==> src/rtl/snow64_bfloat16_vec_mul_seq_if.sv <==
// Handshake bundle between the vector issue logic / scalar multiplier and the lane sequencer.
// master is the environment (command source plus multiplier), slave is the sequencer.
interface snow64_bfloat16_vec_mul_seq_if #(
  parameter int NUM_LANES  = 16,
  parameter int LANE_WIDTH = 16
);
  localparam int VEC_WIDTH = NUM_LANES * LANE_WIDTH;

  logic                   in_start;
  logic [VEC_WIDTH-1:0]   in_a;
  logic [VEC_WIDTH-1:0]   in_b;
  logic [NUM_LANES-1:0]   in_lane_mask;
  logic                   in_b_broadcast;
  logic                   out_can_accept_cmd;
  logic                   out_data_valid;
  logic [VEC_WIDTH-1:0]   out_data;
  logic                   mul_start;
  logic [LANE_WIDTH-1:0]  mul_a;
  logic [LANE_WIDTH-1:0]  mul_b;
  logic                   mul_data_valid;
  logic                   mul_can_accept_cmd;
  logic [LANE_WIDTH-1:0]  mul_data;

  modport master (
    output in_start, in_a, in_b, in_lane_mask, in_b_broadcast,
    output mul_data_valid, mul_can_accept_cmd, mul_data,
    input  out_can_accept_cmd, out_data_valid, out_data,
    input  mul_start, mul_a, mul_b
  );

  modport slave (
    input  in_start, in_a, in_b, in_lane_mask, in_b_broadcast,
    input  mul_data_valid, mul_can_accept_cmd, mul_data,
    output out_can_accept_cmd, out_data_valid, out_data,
    output mul_start, mul_a, mul_b
  );
endinterface

==> src/rtl/snow64_bfloat16_vec_mul_seq.sv <==
// Issues the active bfloat16 lanes of one vector op to a scalar multiplier and gathers the products.
// Latency: 1 cycle per skipped lane, issue + multiplier response per active lane, +1; stalls while the multiplier is busy.
module snow64_bfloat16_vec_mul_seq #(
  parameter int NUM_LANES  = 16,
  parameter int LANE_WIDTH = 16
) (
  input  logic                          clk,
  input  logic                          rst,
  snow64_bfloat16_vec_mul_seq_if.slave  bus
);
  localparam int LANE_IDX_W = $clog2(NUM_LANES);
  localparam int VEC_WIDTH  = NUM_LANES * LANE_WIDTH;

  typedef enum logic [1:0] {IDLE, ISSUE, WAIT, DONE} state_t;

  state_t                  state;
  logic [LANE_IDX_W-1:0]   lane;
  logic [NUM_LANES-1:0]    mask_q;
  logic [LANE_WIDTH-1:0]   a_q   [NUM_LANES];
  logic [LANE_WIDTH-1:0]   b_q   [NUM_LANES];
  logic [LANE_WIDTH-1:0]   res_q [NUM_LANES];
  logic                    wait_first;
  logic                    can_accept_q;
  logic                    data_valid_q;
  logic                    mul_start_q;
  logic [LANE_WIDTH-1:0]   mul_a_q;
  logic [LANE_WIDTH-1:0]   mul_b_q;
  logic [VEC_WIDTH-1:0]    res_flat;

  wire last_lane = (lane == LANE_IDX_W'(NUM_LANES - 1));

  always_ff @(posedge clk or posedge rst) begin
    if (rst) begin
      state        <= IDLE;
      lane         <= '0;
      mask_q       <= '0;
      wait_first   <= 1'b0;
      can_accept_q <= 1'b1;
      data_valid_q <= 1'b0;
      mul_start_q  <= 1'b0;
      mul_a_q      <= '0;
      mul_b_q      <= '0;
      for (int i = 0; i < NUM_LANES; i++) begin
        a_q[i]   <= '0;
        b_q[i]   <= '0;
        res_q[i] <= '0;
      end
    end else begin
      mul_start_q  <= 1'b0;
      data_valid_q <= 1'b0;
      case (state)
        IDLE: begin
          if (bus.in_start) begin
            // Result starts as A so skipped lanes pass A through untouched.
            for (int i = 0; i < NUM_LANES; i++) begin
              a_q[i]   <= bus.in_a[i*LANE_WIDTH +: LANE_WIDTH];
              res_q[i] <= bus.in_a[i*LANE_WIDTH +: LANE_WIDTH];
              b_q[i]   <= bus.in_b_broadcast ? bus.in_b[LANE_WIDTH-1:0]
                                             : bus.in_b[i*LANE_WIDTH +: LANE_WIDTH];
            end
            mask_q       <= bus.in_lane_mask;
            lane         <= '0;
            can_accept_q <= 1'b0;
            state        <= ISSUE;
          end
        end
        ISSUE: begin
          if (!mask_q[lane]) begin
            if (last_lane) state <= DONE;
            else           lane  <= lane + LANE_IDX_W'(1);
          end else if (bus.mul_can_accept_cmd) begin
            mul_start_q <= 1'b1;
            mul_a_q     <= a_q[lane];
            mul_b_q     <= b_q[lane];
            wait_first  <= 1'b1;
            state       <= WAIT;
          end
        end
        WAIT: begin
          // The multiplier's valid flag is still the previous result until it sees our start.
          if (wait_first) begin
            wait_first <= 1'b0;
          end else if (bus.mul_data_valid) begin
            res_q[lane] <= bus.mul_data;
            if (last_lane) begin
              state <= DONE;
            end else begin
              lane  <= lane + LANE_IDX_W'(1);
              state <= ISSUE;
            end
          end
        end
        DONE: begin
          data_valid_q <= 1'b1;
          can_accept_q <= 1'b1;
          state        <= IDLE;
        end
        default: state <= IDLE;
      endcase
    end
  end

  always_comb begin
    res_flat = '0;
    for (int i = 0; i < NUM_LANES; i++) begin
      res_flat[i*LANE_WIDTH +: LANE_WIDTH] = res_q[i];
    end
  end

  assign bus.out_can_accept_cmd = can_accept_q;
  assign bus.out_data_valid     = data_valid_q;
  assign bus.out_data           = res_flat;
  assign bus.mul_start          = mul_start_q;
  assign bus.mul_a              = mul_a_q;
  assign bus.mul_b              = mul_b_q;
endmodule

==> src/flat_wrapper.sv <==
// flat-port wrapper written by rule: the top's interface ports become plain ports
module snow64_bfloat16_vec_mul_seq_flat 
#(
  parameter int NUM_LANES  = 16,
  parameter int LANE_WIDTH = 16
)
  (clk, rst, bus_in_start, bus_in_a, bus_in_b, bus_in_lane_mask, bus_in_b_broadcast, bus_mul_data_valid, bus_mul_can_accept_cmd, bus_mul_data, bus_out_can_accept_cmd, bus_out_data_valid, bus_out_data, bus_mul_start, bus_mul_a, bus_mul_b);
  snow64_bfloat16_vec_mul_seq_if #(.NUM_LANES(NUM_LANES), .LANE_WIDTH(LANE_WIDTH)) bus_i ();
  input  logic clk;
  input  logic rst;
  input wire logic [$bits(bus_i.in_start)-1:0] bus_in_start;
  input wire logic [$bits(bus_i.in_a)-1:0] bus_in_a;
  input wire logic [$bits(bus_i.in_b)-1:0] bus_in_b;
  input wire logic [$bits(bus_i.in_lane_mask)-1:0] bus_in_lane_mask;
  input wire logic [$bits(bus_i.in_b_broadcast)-1:0] bus_in_b_broadcast;
  input wire logic [$bits(bus_i.mul_data_valid)-1:0] bus_mul_data_valid;
  input wire logic [$bits(bus_i.mul_can_accept_cmd)-1:0] bus_mul_can_accept_cmd;
  input wire logic [$bits(bus_i.mul_data)-1:0] bus_mul_data;
  output wire logic [$bits(bus_i.out_can_accept_cmd)-1:0] bus_out_can_accept_cmd;
  output wire logic [$bits(bus_i.out_data_valid)-1:0] bus_out_data_valid;
  output wire logic [$bits(bus_i.out_data)-1:0] bus_out_data;
  output wire logic [$bits(bus_i.mul_start)-1:0] bus_mul_start;
  output wire logic [$bits(bus_i.mul_a)-1:0] bus_mul_a;
  output wire logic [$bits(bus_i.mul_b)-1:0] bus_mul_b;
  assign bus_i.in_start = bus_in_start;
  assign bus_i.in_a = bus_in_a;
  assign bus_i.in_b = bus_in_b;
  assign bus_i.in_lane_mask = bus_in_lane_mask;
  assign bus_i.in_b_broadcast = bus_in_b_broadcast;
  assign bus_i.mul_data_valid = bus_mul_data_valid;
  assign bus_i.mul_can_accept_cmd = bus_mul_can_accept_cmd;
  assign bus_i.mul_data = bus_mul_data;
  assign bus_out_can_accept_cmd = bus_i.out_can_accept_cmd;
  assign bus_out_data_valid = bus_i.out_data_valid;
  assign bus_out_data = bus_i.out_data;
  assign bus_mul_start = bus_i.mul_start;
  assign bus_mul_a = bus_i.mul_a;
  assign bus_mul_b = bus_i.mul_b;
  snow64_bfloat16_vec_mul_seq #(.NUM_LANES(NUM_LANES), .LANE_WIDTH(LANE_WIDTH)) u_core (.clk(clk), .rst(rst), .bus(bus_i));
endmodule
==> config.mk <==
export PLATFORM = sky130hd
export DESIGN_NAME = snow64_bfloat16_vec_mul_seq_flat
export DESIGN_NICKNAME = d
export VERILOG_FILES = /design/src/rtl/snow64_bfloat16_vec_mul_seq_if.sv /design/src/rtl/snow64_bfloat16_vec_mul_seq.sv /design/src/flat_wrapper.sv
export SDC_FILE = /design/constraint.sdc
export NUM_CORES = 2
export LEC_CHECK = 0
export ABC_AREA = 0
export CAP_MARGIN = 20
export CORE_AREA = 2 2 326 328
export DETAILED_ROUTE_END_ITERATION = 10
export DIE_AREA = 0 0 328 330
export PLACE_DENSITY = 0.67
export SYNTH_ARGS = -nofsm -noshare
export SYNTH_HDL_FRONTEND = slang
export SYNTH_SLANG_ARGS = --single-unit
==> constraint.sdc <==
create_clock -name clk -period 52.3 [get_ports clk]
set_clock_uncertainty 0.2 [all_clocks]
set_input_delay 5.23 -clock clk [delete_from_list [all_inputs] [get_ports clk]]
set_output_delay 5.23 -clock clk [all_outputs]
set_load 0.01 [all_outputs]
==> flow_summary.json <==
{
  "num-nets-final": 4328,
  "yosys-mux-area-fraction": 0.200,
  "synth_top_family_by_area": "multiplexers",
  "ctsHoldBuffers": 0,
  "drv.max_cap_violation_count": 0,
  "timing.hold.worst.class": "flip-flop to flip-flop",
  "fillerInstances": 9336,
  "power.density_nw_per_um2": 65.9,
  "layout-drive-gt1-share": 0.178,
  "clock_tree.buffer_depth": 3,
  "yosys_warnings": 0,
  "power_frac_comb": 0.443,
  "floorplan.die_area_um2": 108000,
  "via_count_of_the_first_global_routing_pass": 29700,
  "global_route.overflow_total": 0,
  "clock_sink_count": 826,
  "netSwitchingPower_mw": 1.24,
  "p_int_mw": 2.10,
  "post-route-worst-setup-slack_ps": 42840,
  "share_of_the_synthesized_area_in_compound_gates_ao_oa_aoi_oai": 0.175,
  "viasPerCell": 5.71,
  "synth_area_per_cell_um2": 12.3,
  "timing.critical_path.buf_inv": 6,
  "timing.critical_path.slowest_stage_cell": "sky130_fd_sc_hd__buf_4",
  "synthFlopType": "sky130_fd_sc_hd__dfrtp_1",
  "detail_route.iter0.violations": 3427,
  "timing_max_transition_violations_final": 0,
  "timing.hold.worst_path_depth": 2,
  "cp_slowest_stage_delay_ps": 900,
  "antenna_found_initial": 56,
  "timing.critical_path.required_ps": 52760,
  "synth_area_um2": 37800,
  "portBuffers": 840,
  "crit_chain": "clkdlybuf4s50_1 -> inv_8 -> buf_4 -> buf_4 -> buf_4 -> buf_4",
  "drt_first_pass_iters": 7,
  "synth_fa_ha_area_frac": 0.00298,
  "path_delay_family": "buffers and inverters",
  "grt_start_max_net_pins": 167,
  "yosys.area_share.xor_xnor": 0,
  "synth_fp_nets": 3633,
  "cts_buffers": 93,
  "cts-resized-gates": 0,
  "post-cts-setup-buffer-count": 0,
  "setup-violations-final": 0,
  "htree_levels": 3,
  "starting_density_of_the_core": 0.361,
  "slew_headroom": 0.187,
  "detailroute.via_count": 30100,
  "synth_cell_types": 38,
  "power.leakage_nw": 20.8,
  "endpoint_kind": "asynchronous set/reset pin",
  "fin_tns_setup_ps": 0,
  "placement.setup.worst_slack_ps": 41970,
  "type_of_the_worst_setup_path": "primary input to asynchronous set/reset pin",
  "critPathMostFrequentCell": "sky130_fd_sc_hd__buf_4",
  "design.core.area_um2": 105000,
  "top_level_ports": 841,
  "die-height_um": 330,
  "synth.ff_latch_count": 826,
  "all_layer_global_routing_usage": 0.273,
  "power_switching_share": 0.371,
  "crit_arrival_ps": 9920,
  "syn_inst": 3074,
  "grt_pass1_wl_um": 213000,
  "worstSkewPairLatency_ps": 690,
  "max-vdd-ir-drop_mv": 0.0657,
  "timing.reg2reg.setup_slack_ps": 47520,
  "drt_drc_violations_left": 0,
  "synth_seq_area_share": 0.547,
  "residual_antenna_violating_net_count_after_detailed_routing": 0,
  "dp_hpwl_um": 111000,
  "fin_crit_sh": 0.181,
  "wirelength_um": 152000,
  "power.sequential.fraction": 0.350,
  "cts_tree": "done",
  "synth-edff-count": 0,
  "number_of_gates_on_the_worst_path_with_buffers_counted": 6,
  "clk_pin_slew_worst_paths_ps": 60,
  "syn_to_final_growth_pct": 34.0,
  "critical_path_peak_fanout": 122,
  "num_rows": 119,
  "die_w_um": 328,
  "worst_slew_pin_slew_ps": 1220,
  "pwr-share-clk": 0.207,
  "worst_r2r_path_depth": 7,
  "final.min_clock_period_ps": 9460,
  "gp_congestion": 0.895,
  "result_of_the_run": "complete, no violations",
  "timing.critical_path.from_type": "primary input",
  "rsz_0062_raised_after_global_routing": "no",
  "routed_wire_length_per_instance_um": 28.8,
  "yosys.area_share.simple": 0.0417,
  "cts.root.buffer_cell": "sky130_fd_sc_hd__clkbuf_16",
  "f_max_mhz": 106,
  "ys_async_sr_fraction": 1.00,
  "final-hold-violation-count": 0
}
[stage by stage]
| stage | area, um^2 | cells | power [mW] | utilization | hold WS (ps) |
|---|---|---|---|---|---|
| after floorplan | 37800 | 3074 | 1.98 | - | 245 |
| after global placement | 47300 | 5063 | 2.60 | 0.452 | 256 |
| after detailed placement | 47300 | 5063 | 2.63 | 0.452 | 265 |
| after CTS | 50500 | 5230 | 3.33 | 0.483 | 278 |
| after global routing | 50700 | 5268 | 3.49 | 0.484 | 290 |
| final | 50700 | 5274 | 3.34 | 0.484 | 274 |
[synthesized netlist by cell type (2+ instances only)]
| library cell | instances | area share |
|---|---|---|
| sky130_fd_sc_hd__nand3b_1 | 2 | 0.00040 |
| sky130_fd_sc_hd__o2bb2ai_1 | 201 | 0.047 |
| sky130_fd_sc_hd__nor2_1 | 15 | 0.0015 |
| sky130_fd_sc_hd__buf_6 | 3 | 0.00089 |
| sky130_fd_sc_hd__buf_2 | 13 | 0.0017 |
| sky130_fd_sc_hd__mux2_2 | 299 | 0.089 |
| sky130_fd_sc_hd__and2_1 | 18 | 0.0030 |
| sky130_fd_sc_hd__nand2b_1 | 2 | 0.00033 |
| sky130_fd_sc_hd__nand2_1 | 341 | 0.034 |
| sky130_fd_sc_hd__mux2i_1 | 20 | 0.0053 |
| sky130_fd_sc_hd__clkinv_1 | 2 | 0.00020 |
| sky130_fd_sc_hd__a22o_1 | 200 | 0.046 |
| sky130_fd_sc_hd__a21oi_1 | 259 | 0.034 |
| sky130_fd_sc_hd__mux2_1 | 22 | 0.0066 |
| sky130_fd_sc_hd__o21ai_0 | 309 | 0.041 |
| sky130_fd_sc_hd__nor2b_1 | 3 | 0.00050 |
| sky130_fd_sc_hd__o31ai_1 | 2 | 0.00040 |
| sky130_fd_sc_hd__nand3_1 | 7 | 0.00093 |
| sky130_fd_sc_hd__clkbuf_1 | 268 | 0.027 |
| sky130_fd_sc_hd__o22ai_1 | 16 | 0.0026 |
| sky130_fd_sc_hd__dfrtp_1 | 825 | 0.55 |
| sky130_fd_sc_hd__a31oi_1 | 10 | 0.0017 |
| sky130_fd_sc_hd__inv_1 | 37 | 0.0037 |
| sky130_fd_sc_hd__mux4_2 | 166 | 0.099 |
| sky130_fd_sc_hd__ha_1 | 9 | 0.0030 |
| sky130_fd_sc_hd__buf_1 | 13 | 0.0013 |
[cell families (layout without fill, tap and decap cells)]
| logic type | count (synthesis) | after routing |
|---|---|---|
| muxes | 507 | 507 |
| AOI/OAI and AO/OA | 1004 | 1004 |
| DFF | 826 | 826 |
| other | 0 | 42 |
| buffers and inverters | 336 | 1103 |
| adders and majority gates | 9 | 9 |
| and+or+nand+nor | 392 | 392 |
[power by group through the flow]
stage / registers [mW] / logic, mW / clock network (mW)
2_1_floorplan: 1.14 / 0.838 / 0
3_5_place_dp: 1.17 / 1.47 / 0
4_1_cts: 1.16 / 1.47 / 0.698
3_3_place_gp: 1.16 / 1.44 / 0
5_1_grt: 1.20 / 1.57 / 0.727
6_report: 1.17 / 1.48 / 0.691
[final cells by class]
class | instances | area, um^2 | area share
clock inverter | 34 | 536 | 0.0106
inverter | 39 | 164 | 0.00323
tap | 1391 | 1740 | 0.0343
sequential | 826 | 20700 | 0.408
clock buffer | 133 | 2680 | 0.0528
multi-input combinational | 1912 | 15900 | 0.313
antenna | 42 | 105 | 0.00207
timing repair buffer | 897 | 8900 | 0.176
[worst paths after layout]
check                                     start              to
worst max-delay path                        rst  u_core.a_q[12]
worst min-delay path             u_core.b_q[47]  u_core.b_q[47]
worst max register to register  u_core.state[0]  u_core.b_q[72]
worst min register to register   u_core.b_q[47]  u_core.b_q[47]
max in group clk                   bus_in_start  u_core.b_q[72]
min in group asynchronous                   rst  u_core.b_q[90]
[sequential cells by signal, indices dropped and copies added (netlist names)]
register                       cells
u_core.bus.out_data              256
u_core.lane                        4
u_core.bus.mul_a                  16
u_core.mask_q                     16
u_core.bus.out_can_accept_cmd      1
u_core.bus.out_data_valid          1
u_core.b_q                       256
u_core.wait_first                  1
u_core.bus.mul_start               1
u_core.bus.mul_b                  16
u_core.a_q                       256
u_core.state                       2
[cells in the final DEF (no fill, tap or decap), types with 2 or more instances in the layout]
cell type / Yosys / routed
sky130_fd_sc_hd__o2bb2ai_1: 201 / 201
sky130_fd_sc_hd__dfrtp_1: 825 / 821
sky130_fd_sc_hd__inv_1: 37 / 36
sky130_fd_sc_hd__o31ai_1: 2 / 2
sky130_fd_sc_hd__nor2_1: 15 / 15
sky130_fd_sc_hd__mux2_2: 299 / 299
sky130_fd_sc_hd__a22o_1: 200 / 200
sky130_fd_sc_hd__mux2_1: 22 / 22
sky130_fd_sc_hd__clkinv_2: 0 / 13
sky130_fd_sc_hd__a21oi_1: 259 / 259
sky130_fd_sc_hd__and2_1: 18 / 18
sky130_fd_sc_hd__mux4_2: 166 / 166
sky130_fd_sc_hd__nand3b_1: 2 / 2
sky130_fd_sc_hd__ha_1: 9 / 8
sky130_fd_sc_hd__clkbuf_8: 0 / 20
sky130_fd_sc_hd__buf_16: 0 / 2
sky130_fd_sc_hd__clkinvlp_4: 0 / 2
sky130_fd_sc_hd__a31oi_1: 10 / 10
sky130_fd_sc_hd__nand2b_1: 2 / 2
sky130_fd_sc_hd__inv_6: 0 / 4
sky130_fd_sc_hd__dfrtp_4: 0 / 3
sky130_fd_sc_hd__clkbuf_16: 0 / 93
sky130_fd_sc_hd__a21boi_2: 1 / 2
sky130_fd_sc_hd__clkbuf_1: 268 / 20
sky130_fd_sc_hd__nand3_1: 7 / 7
sky130_fd_sc_hd__o22ai_1: 16 / 16
sky130_fd_sc_hd__nand2_1: 341 / 340
sky130_fd_sc_hd__clkdlybuf4s50_1: 0 / 840
sky130_fd_sc_hd__bufinv_16: 0 / 11
sky130_fd_sc_hd__o21ai_0: 309 / 309
sky130_fd_sc_hd__clkinv_8: 0 / 3
sky130_fd_sc_hd__buf_4: 0 / 53
sky130_fd_sc_hd__nor2b_1: 3 / 3
sky130_fd_sc_hd__mux2i_1: 20 / 20
sky130_fd_sc_hd__diode_2: 0 / 42
sky130_fd_sc_hd__buf_12: 0 / 2
[worst register-to-register path, delay by kind of cell, from the launching register on]
family | cells | cell delay [ps]
buffers and inverters | 4 | 2700
and+or+nand+nor | 1 | 590
DFF | 1 | 430
AOI/OAI and AO/OA | 1 | 340
adders and majority gates | 1 | 320
[metal layers]
layer  GRT usage  part of all wire  vias to the layer above
li1            -                 -                    12800
met5           0           0.00076                        -
met2       0.407              0.46                     1439
met1       0.381              0.42                    15500
met3      0.0654             0.084                      296
met4       0.117             0.038                       16
Note: power is estimated with default switching activity, not from simulation.
